[config.mk]
export PLATFORM = sky130hd
export DESIGN_NAME = credits_scroll_ctrl
export DESIGN_NICKNAME = d
export VERILOG_FILES = /design/src/rtl/credits_scroll_ctrl.sv
export SDC_FILE = /design/constraint.sdc
export NUM_CORES = 1
export LEC_CHECK = 0
export BUFFER_PORTS_ARGS = -buffer_cell sky130_fd_sc_hd__buf_2
export CORE_MARGIN = 8
export CORE_UTILIZATION = 40
export CTS_CLUSTER_DIAMETER = 80
export DETAILED_ROUTE_END_ITERATION = 8
export PLACE_DENSITY = 0.71
export RECOVER_POWER = 100
export SETUP_SLACK_MARGIN = 0.4
export SYNTH_ARGS = -nofsm -noshare
export SYNTH_HDL_FRONTEND = slang
export SYNTH_SLANG_ARGS = --single-unit
[constraint.sdc]
create_clock -name pclk -period 3 [get_ports pclk]
set_input_delay 0.3 -clock pclk [delete_from_list [all_inputs] [get_ports pclk]]
set_output_delay 0.3 -clock pclk [all_outputs]
set_load 0.01 [all_outputs]
[src/rtl/credits_scroll_ctrl.sv]
// Purpose: sequences the credits overlay (scroll up, hold, fade foreground, finish) one step per frame.
// Latency: a vblank rising edge sampled at clock N shows its effect on the outputs from N+1.
// Backpressure: none; outputs are registered levels, updated only on vblank-start frame ticks.
module credits_scroll_ctrl #(
    parameter logic [11:0] X_POS       = 12'd448,
    parameter logic [11:0] START_Y     = 12'd768,
    parameter logic [11:0] STOP_Y      = 12'd336,
    parameter logic [11:0] STEP        = 12'd2,
    parameter logic [15:0] HOLD_FRAMES = 16'd180,
    parameter logic [11:0] COLOR_FG    = 12'hFFF,
    parameter logic [11:0] COLOR_BG    = 12'h000
) (
    input  logic        pclk,
    input  logic        rst,
    input  logic        vblnk_in,
    input  logic        start,
    input  logic        skip,
    output logic [11:0] xpos,
    output logic [11:0] ypos,
    output logic [11:0] color1,
    output logic [11:0] color2,
    output logic        active,
    output logic        done
);

    typedef enum logic [2:0] {
        S_IDLE   = 3'd0,
        S_SCROLL = 3'd1,
        S_HOLD   = 3'd2,
        S_FADE   = 3'd3,
        S_DONE   = 3'd4
    } state_t;

    // Threshold at or below which the next step would land on or past the stop line.
    localparam logic [11:0] SNAP_Y    = STOP_Y + STEP;
    localparam logic [15:0] HOLD_LAST = HOLD_FRAMES - 16'd1;

    state_t      state;
    logic        pending;
    logic        vblnk_prev;
    logic [15:0] frame_cnt;
    logic        tick;
    logic [11:0] faded;

    // One step toward black: every 4-bit channel drops by one, stopping at zero.
    function automatic logic [11:0] fade_step(input logic [11:0] c);
        logic [11:0] r;
        r = 12'h000;
        for (int i = 0; i < 3; i++) begin
            if (c[i*4 +: 4] != 4'h0) begin
                r[i*4 +: 4] = c[i*4 +: 4] - 4'h1;
            end
        end
        return r;
    endfunction

    // Frame tick is the first cycle vblank is seen high; a held-high vblank yields one tick.
    assign tick  = vblnk_in & ~vblnk_prev;
    assign faded = fade_step(color2);

    // Sequencer: all state and outputs move together on the frame tick, except the
    // single-cycle DONE state which restores the parked overlay on its own.
    always_ff @(posedge pclk) begin
        if (rst) begin
            state      <= S_IDLE;
            pending    <= 1'b0;
            vblnk_prev <= 1'b0;
            frame_cnt  <= 16'd0;
            xpos       <= X_POS;
            ypos       <= START_Y;
            color1     <= COLOR_BG;
            color2     <= COLOR_FG;
            active     <= 1'b0;
            done       <= 1'b0;
        end else begin
            vblnk_prev <= vblnk_in;
            case (state)
                S_IDLE: begin
                    // A start arriving on the tick cycle is consumed directly; skip is ignored here.
                    if (tick && (start || pending)) begin
                        ypos    <= START_Y;
                        color2  <= COLOR_FG;
                        active  <= 1'b1;
                        pending <= 1'b0;
                        state   <= S_SCROLL;
                    end else if (start) begin
                        pending <= 1'b1;
                    end
                end
                S_SCROLL: begin
                    if (tick) begin
                        if (skip) begin
                            done   <= 1'b1;
                            active <= 1'b0;
                            state  <= S_DONE;
                        end else if (ypos <= SNAP_Y) begin
                            // Unsigned compare before subtracting keeps ypos from wrapping.
                            ypos      <= STOP_Y;
                            frame_cnt <= 16'd0;
                            state     <= S_HOLD;
                        end else begin
                            ypos <= ypos - STEP;
                        end
                    end
                end
                S_HOLD: begin
                    if (tick) begin
                        if (skip) begin
                            done   <= 1'b1;
                            active <= 1'b0;
                            state  <= S_DONE;
                        end else if (frame_cnt == HOLD_LAST) begin
                            state <= S_FADE;
                        end else begin
                            frame_cnt <= frame_cnt + 16'd1;
                        end
                    end
                end
                S_FADE: begin
                    if (tick) begin
                        if (skip) begin
                            done   <= 1'b1;
                            active <= 1'b0;
                            state  <= S_DONE;
                        end else begin
                            color2 <= faded;
                            if (faded == 12'h000) begin
                                done   <= 1'b1;
                                active <= 1'b0;
                                state  <= S_DONE;
                            end
                        end
                    end
                end
                S_DONE: begin
                    // done is high for exactly this cycle; park the overlay again.
                    done   <= 1'b0;
                    active <= 1'b0;
                    ypos   <= START_Y;
                    color2 <= COLOR_FG;
                    state  <= S_IDLE;
                end
                default: begin
                    state <= S_IDLE;
                end
            endcase
        end
    end

endmodule

==> results of run 1 <==
-- worst max-delay path, stage by stage, from the launching register on --
cell,delay [ps]
dfxtp_1,370
or4b_2,680
nor4_1,470
nor4b_2,90
clkbuf_1,280
nor2_1,310
mux2i_1,220
nor2_1,50
-- layout by cell type (no fill, tap or decap), types with 3 or more instances in the layout --
master    instances
o21ai_0          18
xor2_1           14
buf_2             3
nand4_1           4
nor3_1           19
nand2_1          22
or3_1             6
mux2i_1           4
nor2b_1           5
conb_1           25
clkbuf_1         29
o31ai_1           3
nand2b_1          4
o211ai_1          5
or4_1             7
a211oi_1          4
a21oi_1          17
ha_1              4
dfxtp_1          45
nor4_1            4
nand3_1          11
or2_2             5
nor2_1           36
clkbuf_8          5
xnor2_1           3
inv_1            12
a21o_1            3
-- area by class of cell --
class | instances | area [sq um]
fillers | 660 | 3542
multi-input cells | 254 | 1504
flip-flops and latches | 46 | 922.1
repair buffers | 34 | 138.9
well taps | 77 | 96.34
clock buffers | 5 | 68.82
clock inverters | 3 | 68.82
inverters | 12 | 45.04
-- worst paths after layout --
path,endpoint,slack (ps),cells after the start
setup / recovery,frame_cnt[1],400,7
hold / removal,vblnk_prev,220,2
hold reg to reg,active,480,2
setup reg to reg,frame_cnt[1],400,7
-- state kept, by name, summed over array words and instances (netlist names) --
name and cells:
active 1, color2 12, done 1, frame_cnt 16, pending 1, state 3, vblnk_prev 1, ypos 11
-- where the power goes --
part	leakage, nW	total (mW)	internal (mW)	switching, mW
sequential	0.374	0.719	0.653	0.0665
combinational	0.635	0.342	0.133	0.210
clock	0.0683	0.553	0.334	0.219
total	1.08	1.61	1.12	0.495
-- routing by layer --
layer  track usage  up-vias  routed length, microns
li1              -     1164                       -
met2        0.1868       55                    2533
met1        0.1393     1064                    2601
met5             0        -                       0
met4       0.04429        0                      93
met3       0.03841        7                     306
-- cell families after synthesis --
kind of cell,count (synthesis)
xor+xnor,17
compound gates,68
buf+inv,53
other cells,2
mux,4
flops,46
simple gates,135
fa+ha+maj,5
-- what timing repair did --
item                       CTS  global route
setup endpoints to repair    0             3
resized for setup            0             1
hold endpoints to repair     0             0
-- through the flow --
stage | utilization | area (sq um) | instances | power [mW] | worst slack [ps]
after floorplan | - | 2735 | 353 | 1.013 | 894.9
after global placement | 0.4318 | 2758 | 423 | 1.081 | 547.6
after detailed placement | 0.4318 | 2758 | 423 | 1.085 | 475.2
after CTS | 0.4534 | 2895 | 431 | 1.646 | 426.5
after global routing | 0.4453 | 2844 | 431 | 1.706 | 228.3
final | 0.4453 | 2844 | 431 | 1.614 | 401.2
==> impl_metrics.ini, run 1 <==
[power]
ir_drop_mv = 0.2591
power.density_nw_per_um2 = 567.7
power_leakage_nw = 1.077

[yosys]
ys_ff_latch = 46
synth_cell_type_count = 56
syn-cell-area_sq_um = 2649
synth-compound-area-share = 0.1677
synth_cells = 330
synth_most_common_cell = dfxtp_1
syn_area_per_cell_sq_um = 8.027
synthTopCellsByCount = dfxtp_1 (46), nor2_1 (35), buf_4 (25)
synthAdderAreaFrac = 0.02267
synth_top_family_by_area = simple AND/OR/NAND/NOR gates
synth-warning-count = 0
synth_xor_area_frac = 0.05621
synth_area_leader_cell = dfxtp_1
yosysSeqAreaShare = 0.3477
netlist.area_leader.share = 0.3477
async_flop_share = 0
synth-simple-area-share = 0.2740
synthFlopType = dfxtp_1
synth_edf_count = 0
synth.area.mux_share = 0.01512
synthTopCellsByArea = dfxtp_1 (35%), buf_4 (7.1%), nor2_1 (5.0%), xor2_1 (4.6%), nor3_1 (3.6%)

[critical_path]
critPathKind = register to register
worst-path-max-fanout = 12
r2r-start = frame_cnt[3]
required_ps = 3180
arrival_ps = 2780
critPathCaptureType = register
startpoint = frame_cnt[3]
cp-start-kind = register

[sta]
fmax_ghz = 0.3848
period_needed_ps = 2599
timing.hold.ws_ps = 224.1
worstMarginPinSlew_ps = 702.9
fin_crit_sh = 0.8663
hold_violations = 0
slew-limit-headroom = 0.5314
rsz0062_at_grt = false
setup_viol = 0
slew_viol_final = 0
skew_ps = 15.47
setup_tns_ps = 0

[placement]
place_congestion = 0.8504
hpwl_microns = 3948
io_buffers = 29

[route]
wire_per_inst_microns = 12.84
viasPerCell = 5.313
drc = 0
drt_iter0_drc = 90
totalWireLength_microns = 5534
vias = 2290
drt_first_pass_iters = 5
ant_nets = 0

[floorplanning]
std_cell_rows = 29
io_pins = 55
die_w_microns = 97.38
die_area_sq_um = 9482
start_util = 0.4148
die_y_microns = 97.38
fp.coreArea_sq_um = 6386

[final_layout]
areaGrowthSynthToFinish_pct = 7.369
antennaDiodeCount = 0
layout-drive-gt1-share = 0.08192
final_nets = 362

[global_route]
antenna_found_initial = 0
grt_pass1_vias = 2078
grt_first_pass_wirelength_microns = 9618
grt_max_degree = 19
overflow = 0
grtUsageTotal = 0.1161

[worst_hold_path]
holdCritStartpoint = vblnk_in
hp-class = input port to register

[cts]
cts_tree = done
htreeDepth = 2
clkSinkCount = 46
cts_buffers = 5
post-cts-setup-buffers = 0
holdBufCountCts = 0
cts.path.max_buffers = 2
clk_pin_slew_ps = 100
insertion_delay_ps = 300
root_buffer = clkbuf_8

[outcome]
outcome = finished, final reports clean

[flow_run]
drv_cap = 0
No activity file was read; power rests on OpenSTA's default activity.
==> inputs of run 2 (changes only) <==
- ABC_AREA: default -> 1
- CORE_UTILIZATION: 40 -> 45
- PLACE_DENSITY: 0.71 -> 0.77
==> impl_metrics.ini, run 2 <==
[global_route]
overflow = 0
grtUsageTotal = 0.1454
antenna_found_initial = 0
grt_max_degree = 27
grt_first_pass_wirelength_microns = 11030
grt_pass1_vias = 2563

[sta]
rsz0062_at_grt = false
period_needed_ps = 2268
hold_violations = 0
worstMarginPinSlew_ps = 1205
setup_viol = 0
fin_crit_sh = 0.7561
fin_ws_ps = 731.8
skew_ps = 10.90
fmax_ghz = 0.4409
slew-limit-headroom = 0.1965
slew_viol_final = 0
setup_tns_ps = 0

[cts]
cts_buffers = 5
post-cts-setup-buffers = 0
root_buffer = clkbuf_8
cts.path.max_buffers = 2
clkSinkCount = 46
cts_tree = done
insertion_delay_ps = 310
holdBufCountCts = 0
htreeDepth = 2
cts_resized = 0
clk_pin_slew_ps = 90

[route]
viasPerCell = 5.031
drc = 0
drt_first_pass_iters = 5
drt_iter0_drc = 234
wire_per_inst_microns = 11.47
vias = 2787
totalWireLength_microns = 6357
ant_nets = 0

[power]
power_leakage_nw = 1.200
power.density_nw_per_um2 = 681.7
ir_drop_mv = 0.4629
finalPower_mw = 2.062

[final_layout]
final_common_cell = nand2_1
largest_registers = frame_cnt x16, color2 x12, ypos x11
design_area_sq_um = 3025
largest_register = frame_cnt
layout-drive-gt1-share = 0.05451
mostFrequentLayoutCells = nand2_1 (115), nor2_1 (65), dfxtp_1 (46)
largest_register_ffs = 16
final_util = 0.4820
antennaDiodeCount = 0
nFillCells = 655
areaGrowthSynthToFinish_pct = 5.176
final_nets = 485

[yosys]
synth_area_leader_cell = dfxtp_1
netlist.area_leader.share = 0.3201
yosysSeqAreaShare = 0.3201
synth_edf_count = 0
synthTopCellsByArea = dfxtp_1 (32%), nand2_1 (15%), nor2_1 (8.4%), buf_4 (7.0%), a21oi_1 (6.6%)
synthFlopType = dfxtp_1
synthTopCellsByCount = nand2_1 (114), nor2_1 (64), dfxtp_1 (46)
syn-cell-area_sq_um = 2877
synth-warning-count = 0
syn_area_per_cell_sq_um = 6.406
synth_cell_type_count = 36
ys_ff_latch = 46
synth_cells = 449
synth_most_common_cell = nand2_1
async_flop_share = 0

[floorplanning]
io_pins = 55
fp.coreArea_sq_um = 6277
std_cell_rows = 29
die_y_microns = 95.95
die_w_microns = 95.95
start_util = 0.4582
die_area_sq_um = 9206

[critical_path]
path_cells = nand3_4 > nand2_1 > inv_2 > nor2_2 > nand3_1 > inv_2 > nand2_1 > a21oi_1
cp-start-kind = register
cpPeakStageDelay_ps = 500
reg2reg_slack_ps = 730
arrival_ps = 2490
required_ps = 3220
critPathKind = register to register
cp_slowest_cell = nand3_1
cp_num_buf_inv = 2
worst-path-max-fanout = 18
critical-path-top-delay-family = simple AND/OR/NAND/NOR gates
critPathCaptureType = register

[placement]
placed_area_sq_um = 2975
hpwl_microns = 4842
io_buffers = 29
place_congestion = 0.9238
dp_worst_setup_slack_ps = 1069

[worst_hold_path]
hp-class = input port to register

[outcome]
outcome = finished, final reports clean

[flow_run]
drv_cap = 0
-- run 2: cell count changes in the layout (fill, tap and decap cells not counted), moves of 6 or more --
cell / change
a21oi_1: +21
nor2_1: +29
xor2_1: -10
or4_1: -7
nand3_1: +18
nor3_1: -7
nand2_1: +93
inv_1: +33
or3_1: -6
-- run 2: cell families after synthesis --
| kind of cell | count (synthesis) | synth area share |
|---|---|---|
| fa+ha+maj | 4 | 0.01740 |
| other cells | 2 | 0.002611 |
| xor+xnor | 6 | 0.01827 |
| compound gates | 66 | 0.1231 |
| simple gates | 244 | 0.3749 |
| flops | 46 | 0.3201 |
| buf+inv | 81 | 0.1435 |
-- run 2: final timing paths --
check             startpoint           end  cells past startpoint
hold reg to reg       active        active                      2
setup reg to reg    state[1]  frame_cnt[8]                      8
hold / removal      vblnk_in    vblnk_prev                      3
setup / recovery    state[1]  frame_cnt[8]                      8
-- run 2: metrics by stage --
step / hold WS (ps) / cells
after detailed placement: 454.3 / 546
after CTS: 244.0 / 554
after global routing: 271.4 / 554
final: 246.9 / 554
after global placement: 452.7 / 546
after floorplan: 434.5 / 472
-- run 2: cell type report --
type                    count  area, sq um  share of cell area
multi-input cells         345         1602              0.5294
repair buffers             29        112.6             0.03722
clock buffers               6        72.57             0.02399
clock inverters             2        37.54             0.01241
inverters                  49        183.9             0.06079
well taps                  77        96.34             0.03184
flip-flops and latches     46        920.9              0.3044
-- run 2: worst reg2reg max path, cell delays in order (launching register included) --
cell and delay (ps):
dfxtp_1 450, nand3_4 220, nand2_1 190, inv_2 50, nor2_2 70, nand3_1 500, inv_2 470, nand2_1 90
a21oi_1 140
-- run 2: metal layers --
metal	wire length (microns)	up-vias	global-route usage
li1	-	1443	-
met1	3004	1268	0.1774
met2	2800	69	0.2423
met3	462	7	0.03432
met4	90	0	0.05506
met5	0	-	0
-- run 2: power by group --
group          total, mW  switching, mW  internal [mW]
Combinational      0.793          0.539          0.254
Clock              0.468          0.219          0.249
Sequential         0.802         0.0953          0.707
Total               2.06          0.854           1.21
